==> src/rtl/seg_scan_if.sv <==
// Display-data handshake between a producer and seg_scan_drv.
// The producer offers a full digit set; the driver latches it into its pending buffer.
interface seg_scan_if #(
  parameter int N_DIGITS = 8
) ();
  logic                    in_valid;
  logic                    in_ready;
  logic [4*N_DIGITS-1:0]   in_digits;
  logic [N_DIGITS-1:0]     in_dp;

  modport master (output in_valid, output in_digits, output in_dp, input in_ready);
  modport slave  (input in_valid, input in_digits, input in_dp, output in_ready);
endinterface

==> src/rtl/seg_scan_drv.sv <==
// Multiplexed 7-segment scan driver with ghost blanking and frame-synchronous double buffering.
//  state | meaning
//  BLANK | all segments/anodes off for BLANK_CLKS clocks between digits
//  SHOW  | digit idx driven until the next scan tick
module seg_scan_drv #(
  parameter int N_DIGITS   = 8,
  parameter int BLANK_CLKS = 4
) (
  input  logic                clk,
  input  logic                rst,
  input  logic                tick,
  input  logic                lz_en,
  seg_scan_if.slave           bus,
  output logic [N_DIGITS-1:0] an,
  output logic [6:0]          seg,
  output logic                dp,
  output logic                frame_done
);
  localparam int IW = $clog2(N_DIGITS);
  localparam int CW = (BLANK_CLKS > 1) ? $clog2(BLANK_CLKS) : 1;

  typedef enum logic {BLANK, SHOW} state_t;

  state_t                state, state_n;
  logic [CW-1:0]         cnt, cnt_n;
  logic [IW-1:0]         idx, idx_n;
  logic [4*N_DIGITS-1:0] active, active_n, pend_digits, pend_digits_n;
  logic [N_DIGITS-1:0]   active_dp, active_dp_n, pend_dp, pend_dp_n;
  logic                  pend, pend_n;
  logic                  boundary, xfer, all_zero;
  logic [N_DIGITS-1:0]   zero_above;
  logic [3:0]            digit;
  logic [N_DIGITS-1:0]   an_n;
  logic [6:0]            seg_n;
  logic                  dp_n;

  function automatic logic [6:0] decode(input logic [3:0] d);
    case (d)
      4'd0: decode = 7'h40;
      4'd1: decode = 7'h79;
      4'd2: decode = 7'h24;
      4'd3: decode = 7'h30;
      4'd4: decode = 7'h19;
      4'd5: decode = 7'h12;
      4'd6: decode = 7'h02;
      4'd7: decode = 7'h78;
      4'd8: decode = 7'h00;
      4'd9: decode = 7'h10;
      default: decode = 7'h3F;
    endcase
  endfunction

  always_comb begin
    state_n       = state;
    cnt_n         = cnt;
    idx_n         = idx;
    active_n      = active;
    active_dp_n   = active_dp;
    pend_n        = pend;
    pend_digits_n = pend_digits;
    pend_dp_n     = pend_dp;
    boundary      = 1'b0;
    xfer          = bus.in_valid & bus.in_ready;

    case (state)
      BLANK: begin
        if (cnt == '0) state_n = SHOW;
        else           cnt_n   = cnt - CW'(1);
      end
      SHOW: begin
        if (tick) begin
          state_n  = BLANK;
          cnt_n    = CW'(BLANK_CLKS - 1);
          boundary = (idx == IW'(N_DIGITS - 1));
          idx_n    = boundary ? '0 : idx + IW'(1);
        end
      end
      default: state_n = BLANK;
    endcase

    if (boundary && pend) begin
      active_n    = pend_digits;
      active_dp_n = pend_dp;
    end
    // A transfer can only coincide with a boundary when nothing is pending, so it wins.
    if (xfer) begin
      pend_n        = 1'b1;
      pend_digits_n = bus.in_digits;
      pend_dp_n     = bus.in_dp;
    end else if (boundary) begin
      pend_n = 1'b0;
    end

    all_zero = 1'b1;
    for (int i = N_DIGITS - 1; i >= 0; i--) begin
      all_zero      = all_zero & (active_n[4*i +: 4] == 4'd0);
      zero_above[i] = all_zero;
    end

    digit = active_n[{idx_n, 2'b00} +: 4];
    an_n  = '1;
    seg_n = 7'h7F;
    dp_n  = 1'b1;
    // Outputs are registered from next-state values so they line up with the state register.
    if (state_n == SHOW) begin
      an_n  = ~({{(N_DIGITS-1){1'b0}}, 1'b1} << idx_n);
      seg_n = (lz_en && (idx_n != '0) && zero_above[idx_n]) ? 7'h7F : decode(digit);
      dp_n  = ~active_dp_n[idx_n];
    end
  end

  always_ff @(posedge clk or posedge rst) begin
    if (rst) begin
      state        <= BLANK;
      cnt          <= CW'(BLANK_CLKS - 1);
      idx          <= '0;
      active       <= '0;
      active_dp    <= '0;
      pend_digits  <= '0;
      pend_dp      <= '0;
      pend         <= 1'b0;
      bus.in_ready <= 1'b1;
      an           <= '1;
      seg          <= 7'h7F;
      dp           <= 1'b1;
      frame_done   <= 1'b0;
    end else begin
      state        <= state_n;
      cnt          <= cnt_n;
      idx          <= idx_n;
      active       <= active_n;
      active_dp    <= active_dp_n;
      pend_digits  <= pend_digits_n;
      pend_dp      <= pend_dp_n;
      pend         <= pend_n;
      bus.in_ready <= ~pend_n;
      an           <= an_n;
      seg          <= seg_n;
      dp           <= dp_n;
      frame_done   <= boundary;
    end
  end
endmodule

==> src/flat_wrapper.sv <==
// flat-port wrapper written by rule: the top's interface ports become plain ports
module seg_scan_drv_flat 
#(
  parameter int N_DIGITS   = 8,
  parameter int BLANK_CLKS = 4
)
  (clk, rst, tick, lz_en, an, seg, dp, frame_done, bus_in_valid, bus_in_digits, bus_in_dp, bus_in_ready);
  seg_scan_if #(.N_DIGITS(N_DIGITS)) bus_i ();
  input  logic clk;
  input  logic rst;
  input  logic tick;
  input  logic lz_en;
  output logic [N_DIGITS-1:0] an;
  output logic [6:0] seg;
  output logic dp;
  output logic frame_done;
  input wire logic [$bits(bus_i.in_valid)-1:0] bus_in_valid;
  input wire logic [$bits(bus_i.in_digits)-1:0] bus_in_digits;
  input wire logic [$bits(bus_i.in_dp)-1:0] bus_in_dp;
  output wire logic [$bits(bus_i.in_ready)-1:0] bus_in_ready;
  assign bus_i.in_valid = bus_in_valid;
  assign bus_i.in_digits = bus_in_digits;
  assign bus_i.in_dp = bus_in_dp;
  assign bus_in_ready = bus_i.in_ready;
  seg_scan_drv #(.N_DIGITS(N_DIGITS), .BLANK_CLKS(BLANK_CLKS)) u_core (.clk(clk), .rst(rst), .tick(tick), .lz_en(lz_en), .bus(bus_i), .an(an), .seg(seg), .dp(dp), .frame_done(frame_done));
endmodule
==> config.mk <==
export PLATFORM = sky130hd
export DESIGN_NAME = seg_scan_drv_flat
export DESIGN_NICKNAME = d
export VERILOG_FILES = /design/src/rtl/seg_scan_if.sv /design/src/rtl/seg_scan_drv.sv /design/src/flat_wrapper.sv
export SDC_FILE = /design/constraint.sdc
export NUM_CORES = 1
export LEC_CHECK = 0
export BUFFER_PORTS_ARGS = -buffer_cell sky130_fd_sc_hd__buf_2
export CAP_MARGIN = 20
export CORE_MARGIN = 2
export CORE_UTILIZATION = 57
export DETAILED_ROUTE_END_ITERATION = 7
export PLACE_DENSITY = 0.85
export RECOVER_POWER = 50
export SLEW_MARGIN = 10
export SYNTH_ARGS = -nofsm -noshare
export SYNTH_HDL_FRONTEND = slang
export SYNTH_SLANG_ARGS = --single-unit
==> constraint.sdc <==
create_clock -name clk -period 4.4 [get_ports clk]
set_input_delay 0.88 -clock clk [delete_from_list [all_inputs] [get_ports clk]]
set_output_delay 0.88 -clock clk [all_outputs]
set_load 0.03 [all_outputs]
==> results.md <==
* Violated checks: capacitance limit, slew limit
* Synth async-reset ratio at 100%
* EDFF count, synth at 0
* PwrDens at 698 nW/µm²
* Post-synth top cells: dfrtp_1, mux2_2, dfstp_2, inv_1, mux2i_1
* CTS tree: done
* Fmax at 0.279 GHz
* Top-count cell post-synth: dfrtp_1
* Worst reg2reg path startpoint: u_core.idx[0]
* Largest net degree at the start of global routing at 78
* Data arrival, critical path at 3.89 ns
* Final period util at 81.4%
* # diodes at 0
* Final global-route overflow total at 0
* Worst-Margin Slew at 2.81 ns
* Hold depth at 1
* Startpoint types: flip-flop
* Area of the core at 8090 µm²
* Clock Latency Late Sink at 0.38 ns
* Final hold violation count at 0
* Layout cells sized above 1 at 44.4%
* Synthesized cell area at 4710 µm²
* Nets at 474
* H-tree depth at 3
* Reg2reg setup slack at 0.82 ns
* Average wire per standard cell at 17.4 µm
* Initial Util at 58.2%
* Ys Warns at 0
* Post-cts sizing count at 0
* Critical path class: reg2reg
* Iteration count of the initial detailed-routing pass at 5
* Area growth syn-to-layout at 12.4%
* Placed cells at 515
* Post-synthesis area per instance at 13.2 µm²
* Routed Antenna Nets at 0
* Synth top area share at 45.7%
* DIE HEIGHT at 94.9 µm
* Clk buf depth at 2
* DRC violations left at 0
* Pre-CTS WS at 0.711 ns
* Post-route insts no fill at 531
* Vias in the first global route at 3132
* DRT Wirelength at 9.21 mm
* Hold path start: u_core.active_dp[5]
* Yosys reg bits at 105
* Die ar. at 9000 µm²
* Root Driver: clkbuf_8
* CP Capture Type: flip-flop
* RSZ-0062 raised after global routing: false
* Placer Congestion at 1.06
* Static Leak at 2.57 nW
* Max Slew Vio Count at 120
* # clock sinks at 105
* Die W at 94.9 µm
* Post-Syn Nets at 409
* Drt initial violations at 234
* Via count at 3062
* Worst setup margin at 0.817 ns
* CTS clock-pin slew for the worst setup and hold paths at 0.11 ns
* Post-CTS Setup Bufs at 0
* Hold slack final at 0.509 ns
* Vias per inst at 5.77
* Reg2reg end: u_core.seg[3]
* Status: finished, violations left
* Setup_tns at 0 ns
* CTS Hold Bufs at 0
* Cts bufs inserted at 9
* Post-synth cell types at 54
* Max cap viols at 2
* Hold Path End: u_core.active_dp[5]
* Antenna violations before repair at 0
* Final setup fails at 0
* Sequential-to-total area share from yosys stat at 56.3%
* Hold Crit Class: reg2reg
* Maximum vdd drop at 271 µV
* First-pass GRT wire length at 15.4 mm
* Cells after Synth at 356
* Detailed placement HPWL at 6.60 mm
* Synth top area cells: dfrtp_1, mux2_2, dfstp_2
* Largest area contributor in the netlist: dfrtp_1
* Primary FF master, synth: dfrtp_1
* CP required at 4.71 ns
* FP Rows at 33
* Register-to-Register Path Depth at 13
* I/O pins at 63
* Worst rel slew slack at -87.3%
* # port buffers at 62
* Setup Skew at 0.0136 ns
* Crit Path Max Fanout at 37
* Fin crit period at 3.58 ns
* GRT Total Usage at 22.4%
through the flow:
stage               area [µm²]  total power, W  util, %
floorplan                 4710         0.00272        -
global placement          5120         0.00305     63.2
detailed placement        5120         0.00314     63.2
CTS                       5300         0.00369     65.4
global route              5290         0.00395     65.4
finish                    5290         0.00369     65.4
placed cells by master (no fill, tap or decap), drive strengths merged, types with 2 or more instances in the layout:
| master | Yosys | layout |
|---|---|---|
| buf | 12 | 65 |
| ha | 8 | 8 |
| mux2 | 80 | 80 |
| clkbuf | 0 | 10 |
| dfstp | 19 | 19 |
| nand2b | 3 | 3 |
| nor2 | 14 | 14 |
| inv | 20 | 22 |
| dfrtp | 86 | 86 |
| o21ai | 12 | 12 |
| nand3 | 5 | 5 |
| a211oi | 4 | 4 |
| nand3b | 2 | 2 |
| nor3 | 6 | 6 |
| nand2 | 13 | 13 |
| mux2i | 16 | 16 |
| o211ai | 3 | 3 |
| clkinvlp | 0 | 2 |
| a221o | 3 | 3 |
| o22ai | 4 | 4 |
| a21oi | 7 | 7 |
| or4 | 4 | 4 |
| clkinv | 0 | 3 |
| o221ai | 2 | 2 |
| a221oi | 3 | 3 |
| nor4 | 9 | 9 |
| a21boi | 2 | 2 |
report_power, final:
| group | switching, W | internal, W | total, W | leakage (nW) |
|---|---|---|---|---|
| clock network | 0.000335 | 0.000211 | 0.000545 | 0.0862 |
| registers | 0.000226 | 0.00135 | 0.00158 | 1.29 |
| logic | 0.000891 | 0.000676 | 0.00157 | 1.19 |
cells by family after synthesis:
family | count (synthesis) | share of synthesized area [%]
AOI/OAI and AO/OA | 51 | 7.92
adders and majority gates | 8 | 2.13
buffers and inverters | 32 | 2.95
DFF | 105 | 56.3
muxes | 96 | 23.0
and+or+nand+nor | 64 | 7.63
registers in the layout (all words and copies together) (netlist names):
signal and flops:
u_core.idx 3, u_core.cnt 2, u_core.pend 1, u_core.dp 1, u_core.frame_done 1, u_core.seg 7
u_core.pend_dp 8, u_core.state 1, u_core.bus.in_ready 1, u_core.pend_digits 32, u_core.active 32, u_core.active_dp 8
u_core.an 8
cell type report:
| class | count | area (µm²) |
|---|---|---|
| fill | 606 | 2800 |
| sequential | 105 | 2650 |
| multi-input combinational | 219 | 1920 |
| timing repair buffer | 66 | 337 |
| tap | 105 | 131 |
| clock buffer | 9 | 124 |
| inverter | 20 | 75.1 |
| clock inverter | 7 | 55.1 |
routing by layer:
layer / track usage (%) / share of wire, % / up-vias / wire length (µm)
li1: - / - / 1427 / -
met1: 30.8 / 44 / 1510 / 4050
met2: 35.5 / 49 / 105 / 4500
met3: 4.07 / 5.1 / 20 / 474
met4: 9.06 / 2.1 / 0 / 191
met5: 0 / 0 / - / 0
how the worst max path moves through the flow:
stage | start | endpoint | slack, ns | cells after the start
2_1_floorplan | rst | u_core.active[0] | 0.79 | 1
3_3_place_gp | tick | u_core.seg[3] | 0.89 | 12
3_5_place_dp | tick | u_core.seg[3] | 0.71 | 12
4_1_cts | u_core.idx[0] | u_core.seg[3] | 0.86 | 13
5_1_grt | u_core.idx[0] | u_core.seg[3] | 0.56 | 13
6_report | u_core.idx[0] | u_core.seg[3] | 0.82 | 13
critical path, stage by stage (launching register included):
cell and delay (ns):
dfrtp_1 0.48, ha_1 0.19, ha_1 0.26, nand4_4 0.53
buf_4 0.45, mux2i_1 0.16, o221ai_1 0.25, o22ai_1 0.16
nor2_1 0.25, inv_1 0.13, ha_1 0.32, inv_1 0.06
mux2i_1 0.08, o21ai_1 0.18
No activity file was read; power rests on OpenSTA's default activity.
